--- config.mk ---
export PLATFORM = sky130hd
export DESIGN_NAME = cle_label_compactor
export DESIGN_NICKNAME = d
export VERILOG_FILES = /design/src/rtl/cle_label_compactor.sv
export SDC_FILE = /design/constraint.sdc
export NUM_CORES = 2
export LEC_CHECK = 0
export BUFFER_PORTS_ARGS = -buffer_cell sky130_fd_sc_hd__buf_2
export CORE_ASPECT_RATIO = 0.75
export CORE_MARGIN = 2
export CORE_UTILIZATION = 46
export CTS_BUF_LIST = sky130_fd_sc_hd__clkbuf_8
export CTS_CLUSTER_SIZE = 28
export DETAILED_ROUTE_END_ITERATION = 10
export PLACE_DENSITY = 0.62
export REMOVE_ABC_BUFFERS = 1
export SYNTH_ARGS = -nofsm -noshare
export SYNTH_HDL_FRONTEND = slang
export SYNTH_SLANG_ARGS = --single-unit
--- constraint.sdc ---
create_clock -name clk -period 6.5 [get_ports clk]
set_input_delay 0.65 -clock clk [delete_from_list [all_inputs] [get_ports clk]]
set_output_delay 0.65 -clock clk [all_outputs]
set_load 0.005 [all_outputs]
--- src/rtl/cle_label_compactor.sv ---
`default_nettype none
// cle_label_compactor: renumbers the label image in SRAM to dense labels 1..N in raster
// order of first occurrence, writes them back in place and reports the count. Rev 1.0
module cle_label_compactor #(
  parameter int IMG_PIX = 1024,
  parameter int LW      = 8
) (
  input  logic                       clk,
  input  logic                       reset,
  input  logic                       start,
  output logic                       busy,
  output logic                       done,
  output logic [$clog2(IMG_PIX)-1:0] sram_a,
  output logic [LW-1:0]              sram_d,
  output logic                       sram_wen,
  input  logic [LW-1:0]              sram_q,
  output logic [LW-1:0]              comp_cnt,
  output logic                       overflow
);

  localparam int             AW       = $clog2(IMG_PIX);
  localparam int             NLBL     = 1 << LW;
  localparam logic [AW-1:0]  LAST_PIX = AW'(IMG_PIX - 1);
  localparam logic [AW-1:0]  PC_ONE   = AW'(1);
  localparam logic [LW-1:0]  LBL_ONE  = LW'(1);
  localparam logic [LW-1:0]  LBL_MAX  = '1;

  typedef enum logic [2:0] {
    S_IDLE      = 3'd0,
    S_SCAN      = 3'd1,
    S_SCAN_LAST = 3'd2,
    S_RD        = 3'd3,
    S_WR        = 3'd4,
    S_DONE      = 3'd5
  } state_t;

  state_t          state;
  logic [AW-1:0]   pc;
  logic [LW-1:0]   next_lbl;
  logic [NLBL-1:0] valid;
  logic [LW-1:0]   map [NLBL];
  logic            lookup_en;
  logic            alloc;

  // Read data lags the address by one cycle, so the first SCAN cycle has nothing to look up.
  assign lookup_en = ((state == S_SCAN) && (pc != '0)) || (state == S_SCAN_LAST);
  assign alloc     = lookup_en && (sram_q != '0) && !valid[sram_q];

  always_ff @(posedge clk) begin
    if (reset) begin
      state    <= S_IDLE;
      pc       <= '0;
      next_lbl <= LBL_ONE;
      comp_cnt <= '0;
      overflow <= 1'b0;
      valid    <= '0;
    end else begin
      case (state)
        S_IDLE: begin
          if (start) begin
            valid    <= '0;
            next_lbl <= LBL_ONE;
            comp_cnt <= '0;
            overflow <= 1'b0;
            pc       <= '0;
            state    <= S_SCAN;
          end
        end
        S_SCAN: begin
          if (pc == LAST_PIX) state <= S_SCAN_LAST;
          else                pc    <= pc + PC_ONE;
        end
        S_SCAN_LAST: begin
          pc    <= '0;
          state <= S_RD;
        end
        S_RD: state <= S_WR;
        S_WR: begin
          if (pc == LAST_PIX) begin
            state <= S_DONE;
          end else begin
            pc    <= pc + PC_ONE;
            state <= S_RD;
          end
        end
        S_DONE:  state <= S_IDLE;
        default: state <= S_IDLE;
      endcase

      // Once the label space is exhausted, later new labels share the top label.
      if (alloc) begin
        valid[sram_q] <= 1'b1;
        if (next_lbl != LBL_MAX) next_lbl <= next_lbl + LBL_ONE;
        if (comp_cnt != LBL_MAX) comp_cnt <= comp_cnt + LBL_ONE;
        else                     overflow <= 1'b1;
      end
    end
  end

  always_ff @(posedge clk) begin
    if (alloc) map[sram_q] <= next_lbl;
  end

  assign busy     = (state != S_IDLE);
  assign done     = (state == S_DONE);
  // Reset gates the write strobe so an interrupted WR cycle never commits.
  assign sram_wen = !((state == S_WR) && !reset);
  assign sram_a   = ((state == S_SCAN) || (state == S_RD) || (state == S_WR)) ? pc : '0;
  assign sram_d   = ((state == S_WR) && (sram_q != '0)) ? map[sram_q] : '0;

endmodule
`default_nettype wire
==> flow_summary.ini <==
[synth]
yosysUniqueCellTypes = 74
netlist_instances = 4392
netlist_area_sq_um = 91100
synth_edf_count = 2048
avgSynthCellArea_sq_um = 20.7
ys_async_sr_fraction_pct = 0
synth_ff_type = edfxtp_1
yosys_warnings = 0
seq_area_frac_synth_pct = 73.8
synth-seq-cells = 2334

[critical_path]
worstSetupStartpoint = sram_q[0]
reg2reg_to = map[168][1]
worstSetupEndpointType = output port
crit_fanout = 52
reg2reg_slack_ps = 2000
critPathKind = in2out
slowest_delay_ps = 650
r2r_cells = 9
crit_top_cell = mux4_2
required_ps = 5850
arrival_ps = 4670
r2r-start = state[1]
cp_cell_sequence = buf_8 > buf_12 > buf_4 > mux4_2 > mux4_2 > a22oi_1 > nand2_1 > a221oi_1 > and4_1 > a21oi_1 > buf_2
start_kind = input pin
crit_slowest_cell = a22oi_1

[detailed_routing]
ant_nets = 0
drt-initial-drc-count = 6694
vias = 47000
drc = 0
viasPerCell = 6.12
wirelength_mm = 243
first_pass_iters = 7
wl_per_cell_um = 31.6

[timing]
min_period_over_period_pct = 81.9
maxSlewViolCount = 0
rsz0062_at_grt = no
setup_violations = 0
hold_slack_ps = 224
worst_pin_slew_ps = 1470
min_period_ps = 5320
maxSlewHeadroom_pct = 2.19
max_freq_ghz = 0.188
skew_ps = 78.5
final_hold_viol_count = 0

[cells_and_area]
n_fill_cell = 15600
seqCellArea_sq_um = 67300
drive_gt1_share_pct = 31.1
syn2layout_area_growth_pct = 11.9
multiInputGateArea_sq_um = 22400
layout.nets = 4790
finish.utilization_pct = 51.8

[clock_tree]
htreeDepth = 5
cts_tree = yes
clk_pin_slew_worst_paths_ps = 60
clock_sinks = 2334
cts_hold_buf = 0
post_cts_buffers = 0
cts_buffers = 341
cts_root_buffer = clkbuf_8
cts_buffer_depth = 4
cts_resized = 0
clkLatencyLatePin_ps = 980

[power_and_ir_drop]
power_w = 0.0280
leakage_nw = 32.1
p_per_area_nw_per_um2 = 274
ir_worst_vdd_mv = 0.187

[die]
die-area_sq_um = 202000
io_pins = 41
start_util_pct = 46.3
core_area_sq_um = 197000
die_w_um = 518
die_h_um = 389
num_rows = 141

[placement]
gp_congestion = 0.842
place_hpwl_mm = 148
numPortBuffers = 40

[global_routing]
grt_max_degree = 257
antenna_found_initial = 18
first_global_vias = 46200
grt_usage_pct = 23.9
overflow = 0
grt_first_pass_wirelength_mm = 347

[hold_path]
min_from = start
worstHoldEndpoint = state[0]
hp-class = in2reg
min_path_cells = 4

[job]
drv_cap = 0

[run_status]
outcome = finished, final reports clean
==> layout by cell type (no fill, tap or decap), types with 8 or more instances in the layout <==
| cell | instances |
|---|---|
| nand3_1 | 25 |
| nor3_1 | 21 |
| nor2b_1 | 22 |
| nand2b_1 | 14 |
| or2_2 | 17 |
| clkinvlp_4 | 9 |
| clkinv_1 | 73 |
| xnor2_1 | 8 |
| buf_4 | 281 |
| nand2_1 | 57 |
| inv_6 | 9 |
| a31oi_1 | 8 |
| diode_2 | 8 |
| a22oi_1 | 24 |
| mux4_2 | 691 |
| o21ai_0 | 14 |
| nor2_1 | 324 |
| clkinv_2 | 45 |
| inv_1 | 98 |
| dfxtp_4 | 8 |
| buf_12 | 23 |
| a221oi_1 | 8 |
| edfxtp_1 | 2048 |
| a21oi_1 | 25 |
| and2_1 | 8 |
| mux2_2 | 28 |
| nor2_4 | 11 |
| mux2i_1 | 25 |
| clkbuf_8 | 361 |
| dfxtp_1 | 278 |
| conb_1 | 8 |
| nand2_2 | 12 |
| a22o_1 | 262 |
| nor4_1 | 9 |
| o22ai_1 | 16 |
| buf_2 | 36 |
| nand4_1 | 9 |
==> through the flow <==
stage / instances / cell area, sq um / setup TNS [ps] / worst slack (ps)
6_report: 7679 / 102000 / 0 / 1180
5_1_grt: 7672 / 102000 / 0 / 971
4_1_cts: 7671 / 102000 / 0 / 1100
3_5_place_dp: 7077 / 95800 / 0 / 936
3_3_place_gp: 7077 / 95800 / 0 / 916
2_1_floorplan: 4089 / 89500 / -880150 / -3560
==> cells by family after synthesis <==
family | Yosys count | share of synthesized area (%)
flops | 2334 | 73.8
mux | 745 | 17.7
simple gates | 576 | 2.95
compound gates | 401 | 3.57
buf+inv | 319 | 1.80
xor+xnor | 12 | 0.115
fa+ha+maj | 4 | 0.0549
other cells | 1 | 0.00412
==> sequential cells by signal, summed over array words and instances (netlist names) <==
name,flops
state,3
pc,10
valid,256
comp_cnt,8
overflow,1
map,2048
next_lbl,8
==> critical path, delay by kind of cell <==
family | cells | cell delay [ps]
buffers and inverters | 4 | 1340
AOI/OAI and AO/OA | 3 | 1040
and+or+nand+nor | 2 | 340
muxes | 2 | 1080
==> final cells by class <==
type	instances	area share, %
multi-input cells	1746	21.9
inverters	9	0.0405
repair buffers	343	2.74
diodes	8	0.0196
flip-flops and latches	2334	66.0
clock inverters	234	1.15
clock buffers	360	4.86
well taps	2645	3.25
==> synthesized netlist by cell type, types with 5 or more instances <==
master    count  area [sq um]
a21oi_1      25           125
a221oi_1      8          70.1
a22o_1      262          2290
a22oi_1      24           180
a31oi_1       8          50.1
and2_1        8          50.1
and3_1        7          43.8
buf_1        16          60.1
buf_2        93           465
buf_4        28           210
buf_6        29           327
clkbuf_1    144           541
dfxtp_1     286          5730
edfxtp_1   2048         61500
inv_1         6          22.5
mux2_2       28           315
mux2i_1      25           250
mux4_2      691         15600
nand2_1      65           244
nand2b_1     14          87.6
nand3_1      29           145
nand3b_1      5          37.5
nand4_1       9          56.3
nor2_1      326          1220
nor2_4       10           113
nor2b_1      23           144
nor3_1       21           105
nor4_1       10          62.6
o211ai_1      7          52.6
o21ai_0      14          70.1
o22ai_1      16           100
or2_2        17           106
or3_1         6          37.5
xnor2_1       8          70.1
==> power breakdown <==
group	internal [W]	total (W)	switching (W)
clock network	0.00534	0.0109	0.00561
logic	0.000314	0.000916	0.000602
registers	0.0161	0.0161	0.0000134
total	0.0217	0.0280	0.00622
==> routing by layer <==
metal / track usage (%) / routed length [um]
met1: 36.5 / 104000
met3: 6.15 / 26200
met2: 34.6 / 108000
met5: 0 / 45
met4: 5.56 / 4850
==> worst max path at each step <==
stage	end	slack, ps	cells past startpoint
global route	sram_d[7]	970	11
detailed placement	map[168][7]	940	11
floorplan	comp_cnt[2]	-3560	4
finish	sram_d[7]	1180	11
global placement	map[170][7]	920	11
CTS	sram_d[7]	1100	11
Power figures use the tool's default switching activity.
